--- config.mk ---
export PLATFORM = sky130hd
export DESIGN_NAME = hazard_stall_controller_flat
export DESIGN_NICKNAME = d
export VERILOG_FILES = /design/src/rtl/hazard_stall_controller_pkg.sv /design/src/rtl/hazard_stall_controller_if.sv /design/src/rtl/hazard_stall_controller_detect.sv /design/src/rtl/hazard_stall_controller.sv /design/src/flat_wrapper.sv
export SDC_FILE = /design/constraint.sdc
export NUM_CORES = 1
export LEC_CHECK = 0
export ABC_AREA = 1
export BUFFER_PORTS_ARGS = -buffer_cell sky130_fd_sc_hd__clkbuf_2
export CAP_MARGIN = 20
export CORE_MARGIN = 2
export CORE_UTILIZATION = 49
export CTS_CLUSTER_SIZE = 40
export DETAILED_ROUTE_END_ITERATION = 8
export HOLD_SLACK_MARGIN = 0.06
export PLACE_DENSITY = 0.78
export SETUP_SLACK_MARGIN = 0.5
export SYNTH_ARGS = -nofsm -noshare
export SYNTH_HDL_FRONTEND = slang
export SYNTH_SLANG_ARGS = --single-unit
--- constraint.sdc ---
create_clock -name clk -period 1.9 [get_ports clk]
set_input_delay 0.285 -clock clk [delete_from_list [all_inputs] [get_ports clk]]
set_output_delay 0.285 -clock clk [all_outputs]
set_load 0.03 [all_outputs]
--- src/rtl/hazard_stall_controller_pkg.sv ---
// rtl/hazard_stall_controller_pkg.sv - shared constants, state enum and control bundle (package hazard_pkg)
package hazard_pkg;

  localparam int               REG_W    = 5;
  localparam logic [REG_W-1:0] NULL_REG = 5'b11111;

  typedef enum logic [1:0] {
    RUN      = 2'd0,
    MEM_WAIT = 2'd1,
    FLUSH    = 2'd2
  } state_e;

  typedef struct packed {
    logic pc_write;
    logic ifid_write;
    logic ifid_flush;
    logic idex_bubble;
    logic back_hold;
  } ctrl_t;

  localparam ctrl_t CTRL_ADVANCE = '{pc_write: 1'b1, ifid_write: 1'b1, ifid_flush: 1'b0,
                                     idex_bubble: 1'b0, back_hold: 1'b0};
  localparam ctrl_t CTRL_FREEZE  = '{pc_write: 1'b0, ifid_write: 1'b0, ifid_flush: 1'b0,
                                     idex_bubble: 1'b0, back_hold: 1'b1};

  function automatic logic [15:0] sat_inc16(input logic [15:0] v, input logic en);
    return (en && (v != 16'hFFFF)) ? v + 16'd1 : v;
  endfunction

endpackage

--- src/rtl/hazard_stall_controller_if.sv ---
// rtl/hazard_stall_controller_if.sv - pipeline-side hazard inputs and stall/flush controls
// Perf-counter signals appear only when HAZARD_PERF_CNT_EN is defined.
interface hazard_stall_controller_if
  import hazard_pkg::*;
  ();

  logic [REG_W-1:0] id_rs;
  logic [REG_W-1:0] id_rt;
  logic             id_uses_rt;
  logic [REG_W-1:0] ex_rd;
  logic             ex_mem_read;
  logic             ex_branch_taken;
  logic             mem_req;
  logic             mem_ready;

  logic             pc_write;
  logic             ifid_write;
  logic             ifid_flush;
  logic             idex_bubble;
  logic             back_hold;
  logic             mem_timeout;
`ifdef HAZARD_PERF_CNT_EN
  logic [15:0]      load_stall_cnt;
  logic [15:0]      mem_stall_cnt;
  logic [15:0]      flush_cnt_total;
`endif

  modport master (
    output id_rs, id_rt, id_uses_rt, ex_rd, ex_mem_read, ex_branch_taken, mem_req, mem_ready,
    input  pc_write, ifid_write, ifid_flush, idex_bubble, back_hold, mem_timeout
`ifdef HAZARD_PERF_CNT_EN
         , load_stall_cnt, mem_stall_cnt, flush_cnt_total
`endif
  );

  modport slave (
    input  id_rs, id_rt, id_uses_rt, ex_rd, ex_mem_read, ex_branch_taken, mem_req, mem_ready,
    output pc_write, ifid_write, ifid_flush, idex_bubble, back_hold, mem_timeout
`ifdef HAZARD_PERF_CNT_EN
         , load_stall_cnt, mem_stall_cnt, flush_cnt_total
`endif
  );

endinterface

--- src/rtl/hazard_stall_controller_detect.sv ---
// rtl/hazard_stall_controller_detect.sv - combinational load-use hazard comparator (hazard_detect)
module hazard_detect
  import hazard_pkg::*;
#(
  parameter int           W        = REG_W,
  parameter logic [W-1:0] NULL_IDX = NULL_REG
) (
  input  logic         ex_mem_read_i,
  input  logic [W-1:0] ex_rd_i,
  input  logic [W-1:0] id_rs_i,
  input  logic [W-1:0] id_rt_i,
  input  logic         id_uses_rt_i,
  output logic         load_use_o
);

  // A load targeting the null index writes nothing, so it can never be a hazard source.
  assign load_use_o = ex_mem_read_i
                   && (ex_rd_i != NULL_IDX)
                   && ((ex_rd_i == id_rs_i) || (id_uses_rt_i && (ex_rd_i == id_rt_i)));

endmodule

--- src/rtl/hazard_stall_controller.sv ---
// rtl/hazard_stall_controller.sv - load-use stall, branch flush and memory freeze sequencing
// Optional perf counters enabled by defining HAZARD_PERF_CNT_EN.
module hazard_stall_controller
  import hazard_pkg::*;
#(
  parameter int FLUSH_CYCLES = 1,
  parameter int MEM_TIMEOUT  = 255
) (
  input  logic                      clk,
  input  logic                      rst_n,
  hazard_stall_controller_if.slave  hz
);

  localparam int                WAIT_W       = $clog2(MEM_TIMEOUT + 1);
  localparam logic [WAIT_W-1:0] WAIT_MAX     = WAIT_W'(MEM_TIMEOUT);
  localparam logic [WAIT_W-1:0] WAIT_ONE     = WAIT_W'(1);
  localparam logic [2:0]        FLUSH_RELOAD = 3'(FLUSH_CYCLES - 1);

  state_e            state_q, state_d;
  logic [2:0]        flush_cnt_q, flush_cnt_d;
  logic [WAIT_W-1:0] wait_cnt_q, wait_cnt_d;
  logic              timeout_q, timeout_d;

  logic              load_use;
  logic              mem_stall;
  ctrl_t             ctrl;
  ctrl_t             ctrl_out;
`ifdef HAZARD_PERF_CNT_EN
  logic              load_stall;
  logic [15:0]       load_stall_cnt_q;
  logic [15:0]       mem_stall_cnt_q;
  logic [15:0]       flush_total_q;
`endif

  hazard_detect #(
    .W        (REG_W),
    .NULL_IDX (NULL_REG)
  ) u_detect (
    .ex_mem_read_i (hz.ex_mem_read),
    .ex_rd_i       (hz.ex_rd),
    .id_rs_i       (hz.id_rs),
    .id_rt_i       (hz.id_rt),
    .id_uses_rt_i  (hz.id_uses_rt),
    .load_use_o    (load_use)
  );

  assign mem_stall = hz.mem_req && !hz.mem_ready;

  // RUN and MEM_WAIT share one decode: once memory completes, MEM_WAIT advances exactly like RUN.
  always_comb begin
    state_d     = state_q;
    flush_cnt_d = flush_cnt_q;
    wait_cnt_d  = wait_cnt_q;
    timeout_d   = timeout_q;
    ctrl        = CTRL_ADVANCE;
`ifdef HAZARD_PERF_CNT_EN
    load_stall  = 1'b0;
`endif
    if (state_q == FLUSH) begin
      ctrl.ifid_flush = 1'b1;
      if (mem_stall) begin
        ctrl.pc_write  = 1'b0;
        ctrl.back_hold = 1'b1;
      end else if (hz.ex_branch_taken) begin
        flush_cnt_d = FLUSH_RELOAD;
      end else if (flush_cnt_q <= 3'd1) begin
        state_d     = RUN;
        flush_cnt_d = 3'd0;
      end else begin
        flush_cnt_d = flush_cnt_q - 3'd1;
      end
    end else if (mem_stall) begin
      ctrl    = CTRL_FREEZE;
      state_d = MEM_WAIT;
      if (state_q != MEM_WAIT) begin
        wait_cnt_d = WAIT_ONE;
      end else if (wait_cnt_q != WAIT_MAX) begin
        wait_cnt_d = wait_cnt_q + WAIT_ONE;
      end
      if (wait_cnt_d == WAIT_MAX) begin
        timeout_d = 1'b1;
      end
    end else begin
      state_d    = RUN;
      wait_cnt_d = '0;
      if (hz.ex_branch_taken) begin
        ctrl.ifid_flush  = 1'b1;
        ctrl.idex_bubble = 1'b1;
        if (FLUSH_CYCLES > 1) begin
          state_d     = FLUSH;
          flush_cnt_d = FLUSH_RELOAD;
        end
      end else if (load_use) begin
        ctrl.pc_write    = 1'b0;
        ctrl.ifid_write  = 1'b0;
        ctrl.idex_bubble = 1'b1;
`ifdef HAZARD_PERF_CNT_EN
        load_stall       = 1'b1;
`endif
      end
    end
  end

  // Controls fall back to free-running values the instant reset is asserted.
  assign ctrl_out = rst_n ? ctrl : CTRL_ADVANCE;

  assign hz.pc_write    = ctrl_out.pc_write;
  assign hz.ifid_write  = ctrl_out.ifid_write;
  assign hz.ifid_flush  = ctrl_out.ifid_flush;
  assign hz.idex_bubble = ctrl_out.idex_bubble;
  assign hz.back_hold   = ctrl_out.back_hold;
  assign hz.mem_timeout = timeout_q;

  always_ff @(posedge clk or negedge rst_n) begin
    if (!rst_n) begin
      state_q     <= RUN;
      flush_cnt_q <= 3'd0;
      wait_cnt_q  <= '0;
      timeout_q   <= 1'b0;
    end else begin
      state_q     <= state_d;
      flush_cnt_q <= flush_cnt_d;
      wait_cnt_q  <= wait_cnt_d;
      timeout_q   <= timeout_d;
    end
  end

`ifdef HAZARD_PERF_CNT_EN
  always_ff @(posedge clk or negedge rst_n) begin
    if (!rst_n) begin
      load_stall_cnt_q <= 16'd0;
      mem_stall_cnt_q  <= 16'd0;
      flush_total_q    <= 16'd0;
    end else begin
      load_stall_cnt_q <= sat_inc16(load_stall_cnt_q, load_stall);
      mem_stall_cnt_q  <= sat_inc16(mem_stall_cnt_q, ctrl.back_hold);
      flush_total_q    <= sat_inc16(flush_total_q, ctrl.ifid_flush);
    end
  end

  assign hz.load_stall_cnt  = load_stall_cnt_q;
  assign hz.mem_stall_cnt   = mem_stall_cnt_q;
  assign hz.flush_cnt_total = flush_total_q;
`endif

endmodule

--- src/flat_wrapper.sv ---
// flat-port wrapper written by rule: the top's interface ports become plain ports
module hazard_stall_controller_flat import hazard_pkg::*;
#(
  parameter int FLUSH_CYCLES = 1,
  parameter int MEM_TIMEOUT  = 255
)
  (clk, rst_n, hz_id_rs, hz_id_rt, hz_id_uses_rt, hz_ex_rd, hz_ex_mem_read, hz_ex_branch_taken, hz_mem_req, hz_mem_ready, hz_pc_write, hz_ifid_write, hz_ifid_flush, hz_idex_bubble, hz_back_hold, hz_mem_timeout);
  hazard_stall_controller_if hz_i ();
  input  logic clk;
  input  logic rst_n;
  input wire logic [$bits(hz_i.id_rs)-1:0] hz_id_rs;
  input wire logic [$bits(hz_i.id_rt)-1:0] hz_id_rt;
  input wire logic [$bits(hz_i.id_uses_rt)-1:0] hz_id_uses_rt;
  input wire logic [$bits(hz_i.ex_rd)-1:0] hz_ex_rd;
  input wire logic [$bits(hz_i.ex_mem_read)-1:0] hz_ex_mem_read;
  input wire logic [$bits(hz_i.ex_branch_taken)-1:0] hz_ex_branch_taken;
  input wire logic [$bits(hz_i.mem_req)-1:0] hz_mem_req;
  input wire logic [$bits(hz_i.mem_ready)-1:0] hz_mem_ready;
  output wire logic [$bits(hz_i.pc_write)-1:0] hz_pc_write;
  output wire logic [$bits(hz_i.ifid_write)-1:0] hz_ifid_write;
  output wire logic [$bits(hz_i.ifid_flush)-1:0] hz_ifid_flush;
  output wire logic [$bits(hz_i.idex_bubble)-1:0] hz_idex_bubble;
  output wire logic [$bits(hz_i.back_hold)-1:0] hz_back_hold;
  output wire logic [$bits(hz_i.mem_timeout)-1:0] hz_mem_timeout;
  assign hz_i.id_rs = hz_id_rs;
  assign hz_i.id_rt = hz_id_rt;
  assign hz_i.id_uses_rt = hz_id_uses_rt;
  assign hz_i.ex_rd = hz_ex_rd;
  assign hz_i.ex_mem_read = hz_ex_mem_read;
  assign hz_i.ex_branch_taken = hz_ex_branch_taken;
  assign hz_i.mem_req = hz_mem_req;
  assign hz_i.mem_ready = hz_mem_ready;
  assign hz_pc_write = hz_i.pc_write;
  assign hz_ifid_write = hz_i.ifid_write;
  assign hz_ifid_flush = hz_i.ifid_flush;
  assign hz_idex_bubble = hz_i.idex_bubble;
  assign hz_back_hold = hz_i.back_hold;
  assign hz_mem_timeout = hz_i.mem_timeout;
  hazard_stall_controller #(.FLUSH_CYCLES(FLUSH_CYCLES), .MEM_TIMEOUT(MEM_TIMEOUT)) u_core (.clk(clk), .rst_n(rst_n), .hz(hz_i));
endmodule
==> Yosys cells after proc, flatten, opt, wreduce, memory -nomap -nowiden <==
Cells that the tools add are included.
{ "totals": {"wordCells": 53, "in_bits": 22, "reg_bits": 14, "output_inout_bits": 6} }
{ "op_classes": {"bitwise_logic": 2, "n_reduce_logical": 9, "addsub": 2, "magnitude_cmp": 1, "muxes": 25, "eq_ne": 10} }
{ "ops": {"columns": ["cell", "n"], "rows": [
  ["8-bit two-way mux", 5],
  ["2-bit two-way mux", 6],
  ["5-bit equality test", 2],
  ["1-bit two-way mux", 10],
  ["8-bit by 1-bit adder with 8-bit output (second input constant)", 1],
  ["8-bit equality test (second input constant)", 1],
  ["8-bit inequality test (second input constant)", 1],
  ["3-bit two-way mux", 2],
  ["2-bit inequality test (second input constant)", 3],
  ["3-bit AND reduction", 2],
  ["5-bit two-way mux", 1],
  ["5-bit inequality test (second input constant)", 1],
  ["1-bit logical AND", 4],
  ["4-bit two-way mux", 1],
  ["3-bit by 1-bit <= comparator with 1-bit output (second input constant)", 1],
  ["3-bit by 1-bit subtractor with 3-bit output (second input constant)", 1],
  ["2-bit equality test (second input constant)", 1],
  ["2-bit by 1-bit inequality test with 1-bit output (second input constant)", 1],
  ["1-bit inverter", 2],
  ["2-bit AND reduction", 1],
  ["1-bit logical NOT", 1],
  ["1-bit logical OR", 1]
]} }

==> Longest topological paths before layout <==
Gate-level depths: netlist of run 1.
{ "depth": {"ltp_word": 9, "depth_mapped": 11, "ltp_nobuf": 11} }

==> Modules after synthesis <==
A second synthesis of run 1 with hierarchy kept.
{ "hier_totals": {"cells_unflattened": 141, "area_unflattened_um2": 870.8} }
{ "by_module_without_submodules": {"columns": ["module", "area_each_um2", "instances", "seq_area_each_um2", "cells_each"], "rows": [
  ["hazard_stall_controller", 661.9, 1, 250.2, 90],
  ["hazard_detect", 209.0, 1, 0.0, 51]
]} }

==> Least setup slack after synthesis of run 1 <==
OpenSTA, ideal clock, no wires.
{ "synth_path": {"path_kind": "input to output", "start": "input port hz_ex_rd[0]", "end": "output port hz_idex_bubble", "required_time_ps": 1615, "arrival_ps": 1430, "path_slack_ps": 185, "n_path_buf": 0, "cell_stages": 7, "cell_sequence": "inv_1 -> nor2_1 -> nor3b_1 -> nand3_1 -> nand2_1 -> nand2_1 -> o21ai_0"} }
{ "synth_between": {"elab_chain_cells": 9, "word_cells_on_any_way": 12, "classes_between": "eq/ne: 3; mux: 5; reduce/logical: 4"} }
{ "synth_rtl": {"columns": ["item", "line_no", "source"], "rows": [
  ["start: declaration", "flat_wrapper.sv:14", "input wire logic [$bits(hz_i.ex_rd)-1:0] hz_ex_rd;"],
  ["5-bit equality test", "hazard_stall_controller_detect.sv:19", "&& ((ex_rd_i == id_rs_i) || (id_uses_rt_i && (ex_rd_i == id_rt_i)));"],
  ["1-bit logical AND", "hazard_stall_controller_detect.sv:19", null],
  ["1-bit logical OR", "hazard_stall_controller_detect.sv:19", null],
  ["1-bit logical AND (*)", "hazard_stall_controller_detect.sv:19", null],
  ["1-bit two-way mux (*)", "hazard_stall_controller.sv:93", "end else if (load_use) begin"],
  ["1-bit two-way mux (*)", "hazard_stall_controller.sv:86", "if (hz.ex_branch_taken) begin"],
  ["4-bit two-way mux (*)", "hazard_stall_controller.sv:72", "end else if (mem_stall) begin"],
  ["1-bit two-way mux (*)", "hazard_stall_controller.sv:59", "if (state_q == FLUSH) begin"],
  ["5-bit two-way mux (*)", "hazard_stall_controller.sv:105", "assign ctrl_out = rst_n ? ctrl : CTRL_ADVANCE;"],
  ["end: declaration", "flat_wrapper.sv:22", "output wire logic [$bits(hz_i.idex_bubble)-1:0] hz_idex_bubble;"]
]} }
Every way passes the cells marked *; elsewhere a longest branch is shown, timed or not.

==> Worst setup path in the final report of run 1 <==
{ "layout_path": {"start": "input port hz_ex_rd[3]", "end": "output port hz_idex_bubble"} }
Same word-level chain as after synthesis.

==> flow_summary.toml, run 1 <==
[status]
status = "finished clean"

[drt]
drcViolationCount = 0
routedWlPerCell_um = 15.07
wl_um = 2683
drt_iter0_markers = 40
num_vias = 980
avgViaCountPerCell = 5.506
ant_nets = 0
first_pass_iters = 4

[place]
routabilityCongestion = 0.8867
placed_cell_area_sq_um = 988.4
dp_slack_ps = 298.8
hpwl_um = 1530
io_buffers = 27

[worst_setup_path]
worstSetupStartpointType = "input port"
reg2reg_to = "u_core.wait_cnt_q[7]"
max_stage_delay_ps = 170
critPathArrivalTime_ps = 1200
crit_fanout = 3
cp_common_cell = "clkbuf_8"
path_class = "in2out"
crit_slowest_cell = "clkbuf_8"
path_buf_inv = 2
path_cells = "clkbuf_8 -> xor2_1 -> nor2_1 -> nand3_1 -> nand2_1 -> nand2_2 -> o21ai_2 -> clkbuf_8"
endpoint = "hz_idex_bubble"
r2r_cells = 7
required_ps = 1620
cp_top_family = "simple AND/OR/NAND/NOR gates"
crit_start = "hz_ex_rd[3]"
endpoint_kind = "output pin"
worst_r2r_startpoint = "u_core.wait_cnt_q[1]"
r2r_setup_slack_ps = 410
crit_cells = 8

[hold_path]
hold_class = "in2reg"

[grt]
antenna_found_initial = 0
gr-total-overflow = 0
grt_pass1_vias = 878
grt_pass1_wl_um = 3636
track_usage = 0.2471
grt_max_degree = 10

[finish]
antenna_cells = 0
final_cell_mix = "nand2_1 (26), clkbuf_2 (18), nor2_1 (14)"
final_common_cell = "nand2_1"
drive_gt1_frac = 0.4321
syn_to_final_growth_pct = 51.45
final_nets = 187
fin_area_sq_um = 1245

[synth]
netlist_instances = 123
synth_cell_types = 23
synth_seq_cells = 10
synth_nets = 146
yosysWarnings = 0
netlist.area_leader.share = 0.3044
syn_area_sq_um = 822.0
syn_area_per_cell_sq_um = 6.683
synthTopCellsByArea = "dfrtp_1 (30%), nand2_1 (14%), inv_1 (8.2%)"
synth-seq-area-share = 0.3044
synth.largest_area_cell = "dfrtp_1"

[cts]
clock_latency_ps = 260
cts_tree = "done"
cts-root-buf = "clkbuf_4"
cts.sinks = 10
cts_buffers = 3
cts_buffer_depth = 2
path_clk_slew_ps = 60
h-tree-depth = 1

[power]
ir_drop_mv = 0.4323
p_leak_nw = 0.6011
powerDensity_nw_per_um2 = 401.6

[floorplan]
initial_core_util = 0.5333
design.core.area_sq_um = 1541
die_y_um = 44.96
num_rows = 14
dieArea_sq_um = 2021
fp.dieW_um = 44.96
pin_count = 28

[timing]
fmax_mhz = 671.5
finalCritPeriodShare = 0.7838
slew_headroom = 0.8422
finalSetupTns_ps = 0
rsz0062_at_grt = "yes"
finClkSkew_ps = 6.881
worst_pin_slew_ps = 235.6
worst_slack_ps = 410.7
slew_viol_final = 0
hold_violations = 0
post-route-min-period_ps = 1489
setup_viol = 0

[flow_run]
drv_cap = 0
==> area by class of cell <==
cell class,count,area (sq um)
Sequential cell,10,252.7
Timing Repair Buffer,36,286.5
Fill cell,91,296.5
Inverter,19,80.08
Multi-Input combinational cell,94,583.1
Clock buffer,3,22.52
Tap cell,16,20.02
==> worst register-to-register path, cell delays in order (launching register included) <==
cell,delay [ps]
dfrtp_1,410
ha_4,170
inv_2,50
nor2_4,150
buf_4,150
nand2_2,80
buf_4,150
a31oi_1,230
==> cells in the mapped netlist <==
cell type and number:
nand4_1 2, o21ai_1 1, or2_1 1, nand2_1 30, nor2_1 18, ha_1 1, inv_1 18, nand3_2 2
clkinv_2 1, a21oi_1 2, nor2_2 3, o21ai_0 3, nor2_4 2, a31oi_1 3, dfrtp_1 10, nor3b_1 1
nand3_1 10, xnor2_1 2, o21a_1 1, buf_4 1, nand2_4 1, nor3_1 3, xor2_1 7
==> worst min path at each step <==
stage | start | end | depth (start not counted)
after CTS | hz_mem_ready | u_core.state_q[0] | 2
final | hz_mem_ready | u_core.state_q[0] | 2
after detailed placement | rst_n | u_core.wait_cnt_q[0] | 1
after global routing | hz_mem_ready | u_core.state_q[0] | 2
after global placement | rst_n | u_core.wait_cnt_q[3] | 1
after floorplan | rst_n | u_core.hz.mem_timeout | 0
==> report_power, final <==
part | total, mW | switching (mW) | internal [mW]
clock | 0.140 | 0.0669 | 0.0728
combinational | 0.141 | 0.0746 | 0.0665
sequential | 0.219 | 0.00389 | 0.215
total | 0.500 | 0.145 | 0.355
==> metrics by stage <==
stage	hold slack (ps)	utilization	cells	total power [mW]
global route	203.3	0.8076	178	0.5258
CTS	206.4	0.7419	174	0.4799
global placement	120.9	0.6412	166	0.3157
floorplan	-10.59	-	123	0.2752
detailed placement	119.7	0.6412	166	0.3192
finish	222.6	0.8076	178	0.4999
==> sequential cells by signal, indices dropped and copies added, names as in the netlist <==
| register | count |
|---|---|
| u_core.wait_cnt_q | 8 |
| u_core.state_q | 1 |
| u_core.hz.mem_timeout | 1 |
==> kinds of logic (layout without fill, tap and decap cells) <==
family / count (synthesis) / count (layout) / synth area share
adder cells (fa/ha/maj): 1 / 1 / 0.01522
AO/OA/AOI/OAI: 10 / 10 / 0.06849
XOR/XNOR: 9 / 9 / 0.09590
buffers and inverters: 20 / 58 / 0.09740
flip-flops: 10 / 10 / 0.3044
AND/OR/NAND/NOR: 73 / 74 / 0.4186
==> metal layers <==
metal	GRT usage	up-vias	part of all wire
met2	0.4286	52	0.52
met5	0	-	0
met3	0.03600	14	0.059
met1	0.2872	449	0.39
met4	0.1412	0	0.033
li1	-	465	-
==> timing repair <==
item / in CTS / in global routing
endpoints found under the hold margin: 3 / 0
buffers inserted: 3 / 3
gates cloned: 0 / 1
gates resized for setup: 22 / 25
endpoints found under the setup margin: 7 / 6
hold buffers: 2 / 0
pin swaps: 6 / 13
No activity file was read; power rests on OpenSTA's default activity.
==> run 2: changes to the inputs <==
Clock period 1.9 ns to 1.4 ns, I/O delays scaled along.
==> run 2 against run 1 <==
The flow now finishes with violations (negative setup slack). Setup slack got worse by 510 ps. Clock skew is 0.54 ps higher. Global-route usage increased by 5.8 points. Critical path type is now reg2reg. Routed wire length grew 17%. Critical path depth increased by 1. Worst hold slack improved by 130 ps. Sequential cell count is the same. First-iteration DRC count is 60% higher. Combinational power increased by 55%. Core utilization is 9.4 points higher. Clock-buffer cell count up 1. Final cell count increased by 5.6%.
==> flow_summary.toml, run 2 (synthesis gave the netlist of run 1 again) <==
[finish]
largest_reg_flops = 8
fin_area_sq_um = 1390
final_nets = 196
drive_gt1_frac = 0.5116
antenna_cells = 0
regMostFlops = "u_core.wait_cnt_q"
nFillCells = 60
final_common_cell = "nand2_1"
syn_to_final_growth_pct = 69.10
final_cell_mix = "nand2_1 (27), clkbuf_2 (17), buf_4 (16)"

[timing]
finalSetupTns_ps = -112.4
finalCritPeriodShare = 1.068
slew_viol_final = 0
post-route-min-period_ps = 1495
rsz0062_at_grt = "yes"
worst_pin_slew_ps = 285.9
hold_violations = 0
worst_slack_ps = -95.08
slew_headroom = 0.8074
setup_viol = 2
fmax_mhz = 668.9
finClkSkew_ps = 7.417
timing.hold.ws_ps = 356.7

[worst_setup_path]
path_class = "reg2reg"
critPathArrivalTime_ps = 1710
crit_fanout = 4
worstSetupStartpointType = "register"
endpoint_kind = "register"
required_ps = 1620

[place]
routabilityCongestion = 0.8413
hpwl_um = 1639
io_buffers = 27
placed_cell_area_sq_um = 1075

[cts]
h-tree-depth = 1
cts_tree = "done"
cts-root-buf = "clkbuf_4"
cts_buffers = 3
clock_latency_ps = 280
cts_buffer_depth = 2
path_clk_slew_ps = 70
cts.sinks = 10

[floorplan]
pin_count = 28
die_y_um = 44.96
initial_core_util = 0.5333
fp.dieW_um = 44.96
design.core.area_sq_um = 1541
dieArea_sq_um = 2021
num_rows = 14

[power]
power.share.clock = 0.343
p_leak_nw = 0.6633
cellInternalPower_mw = 0.5570
pwr-share-comb = 0.278
swShare = 0.2936
p_seq_frac = 0.379
power_mw = 0.7885
powerDensity_nw_per_um2 = 567.2
p_switching_mw = 0.2315
ir_drop_mv = 0.5952

[flow_run]
drv_cap = 0

[grt]
antenna_found_initial = 0
grt_max_degree = 9
track_usage = 0.3047
grt_pass1_vias = 1004
grt_pass1_wl_um = 4367
gr-total-overflow = 0

[drt]
num_vias = 1056
drt_iter0_markers = 64
drcViolationCount = 0
wl_um = 3136
first_pass_iters = 4
routedWlPerCell_um = 16.68
ant_nets = 0
avgViaCountPerCell = 5.617

[hold_path]
hold_class = "in2async"

[status]
violations = "negative setup slack"
status = "finished with violations"
run 2: cell types whose count changed in the layout (fill, tap and decap cells not counted), moves of 2 or more:
cell / previous run / this run
buf_8: 4 / 7
inv_4: 1 / 3
nand3_4: 0 / 2
o21ai_1: 3 / 1
inv_1: 13 / 10
nand2_2: 4 / 2
buf_4: 7 / 16
run 2: routing by layer:
metal | wire length, um | track usage | part of all wire
met3 | 292 | 0.08800 | 0.093
met2 | 1643 | 0.5086 | 0.52
met1 | 1092 | 0.3639 | 0.35
met4 | 106 | 0.1294 | 0.034
met5 | 0 | 0 | 0
run 2: path summary, 6_finish.rpt:
path | from | depth (start not counted) | to | slack, ps
min in group clk | hz_mem_ready | 4 | u_core.state_q[0] | 390
max in group asynchronous | rst_n | 3 | u_core.wait_cnt_q[0] | 670
worst min register to register | u_core.hz.mem_timeout | 2 | u_core.hz.mem_timeout | 520
worst max-delay path | u_core.wait_cnt_q[0] | 9 | u_core.hz.mem_timeout | -100
worst max register to register | u_core.wait_cnt_q[0] | 9 | u_core.hz.mem_timeout | -100
worst min-delay path | rst_n | 2 | u_core.wait_cnt_q[1] | 360
run 2: stage by stage:
stage,cells,setup WS [ps],util
2_1_floorplan,123,122.0,-
3_5_place_dp,170,-38.24,0.6972
4_1_cts,184,21.81,0.8490
5_1_grt,188,-170.3,0.9018
6_report,188,-95.08,0.9018
3_3_place_gp,170,-0.1548,0.6972
run 2: power by group through the flow:
stage / Combinational, mW / Clock (mW) / Sequential [mW]
after floorplan: 0.0810 / 0 / 0.303
after global placement: 0.142 / 0 / 0.304
after detailed placement: 0.146 / 0 / 0.304
after CTS: 0.189 / 0.262 / 0.299
after global routing: 0.231 / 0.278 / 0.299
final: 0.219 / 0.270 / 0.299
run 2: layout make-up:
type / instances / area (sq um) / area share
clock buffers: 4 / 36.28 / 0.02610
inverters: 19 / 87.58 / 0.06301
multi-input cells: 93 / 610.6 / 0.4392
flip-flops and latches: 10 / 254.0 / 0.1827
well taps: 16 / 20.02 / 0.01440
repair buffers: 46 / 381.6 / 0.2745
run 2: worst max-delay path, stage by stage (launching register included):
cell and delay (ps):
dfrtp_2 430, ha_4 180, inv_2 50, nor2_4 150
a21oi_1 120, nor2_1 180, nand3_1 110, nor2_1 110
nand2_1 60, nand2_1 50
run 2: timing repair:
action / 4_1_cts / 5_1_grt
gates resized for setup: 27 / 18
endpoints found under the hold margin: 10 / 0
cloned: 0 / 0
hold buffers: 1 / 0
endpoints found under the setup margin: 15 / 15
pin swaps: 12 / 10
buffers inserted: 9 / 4
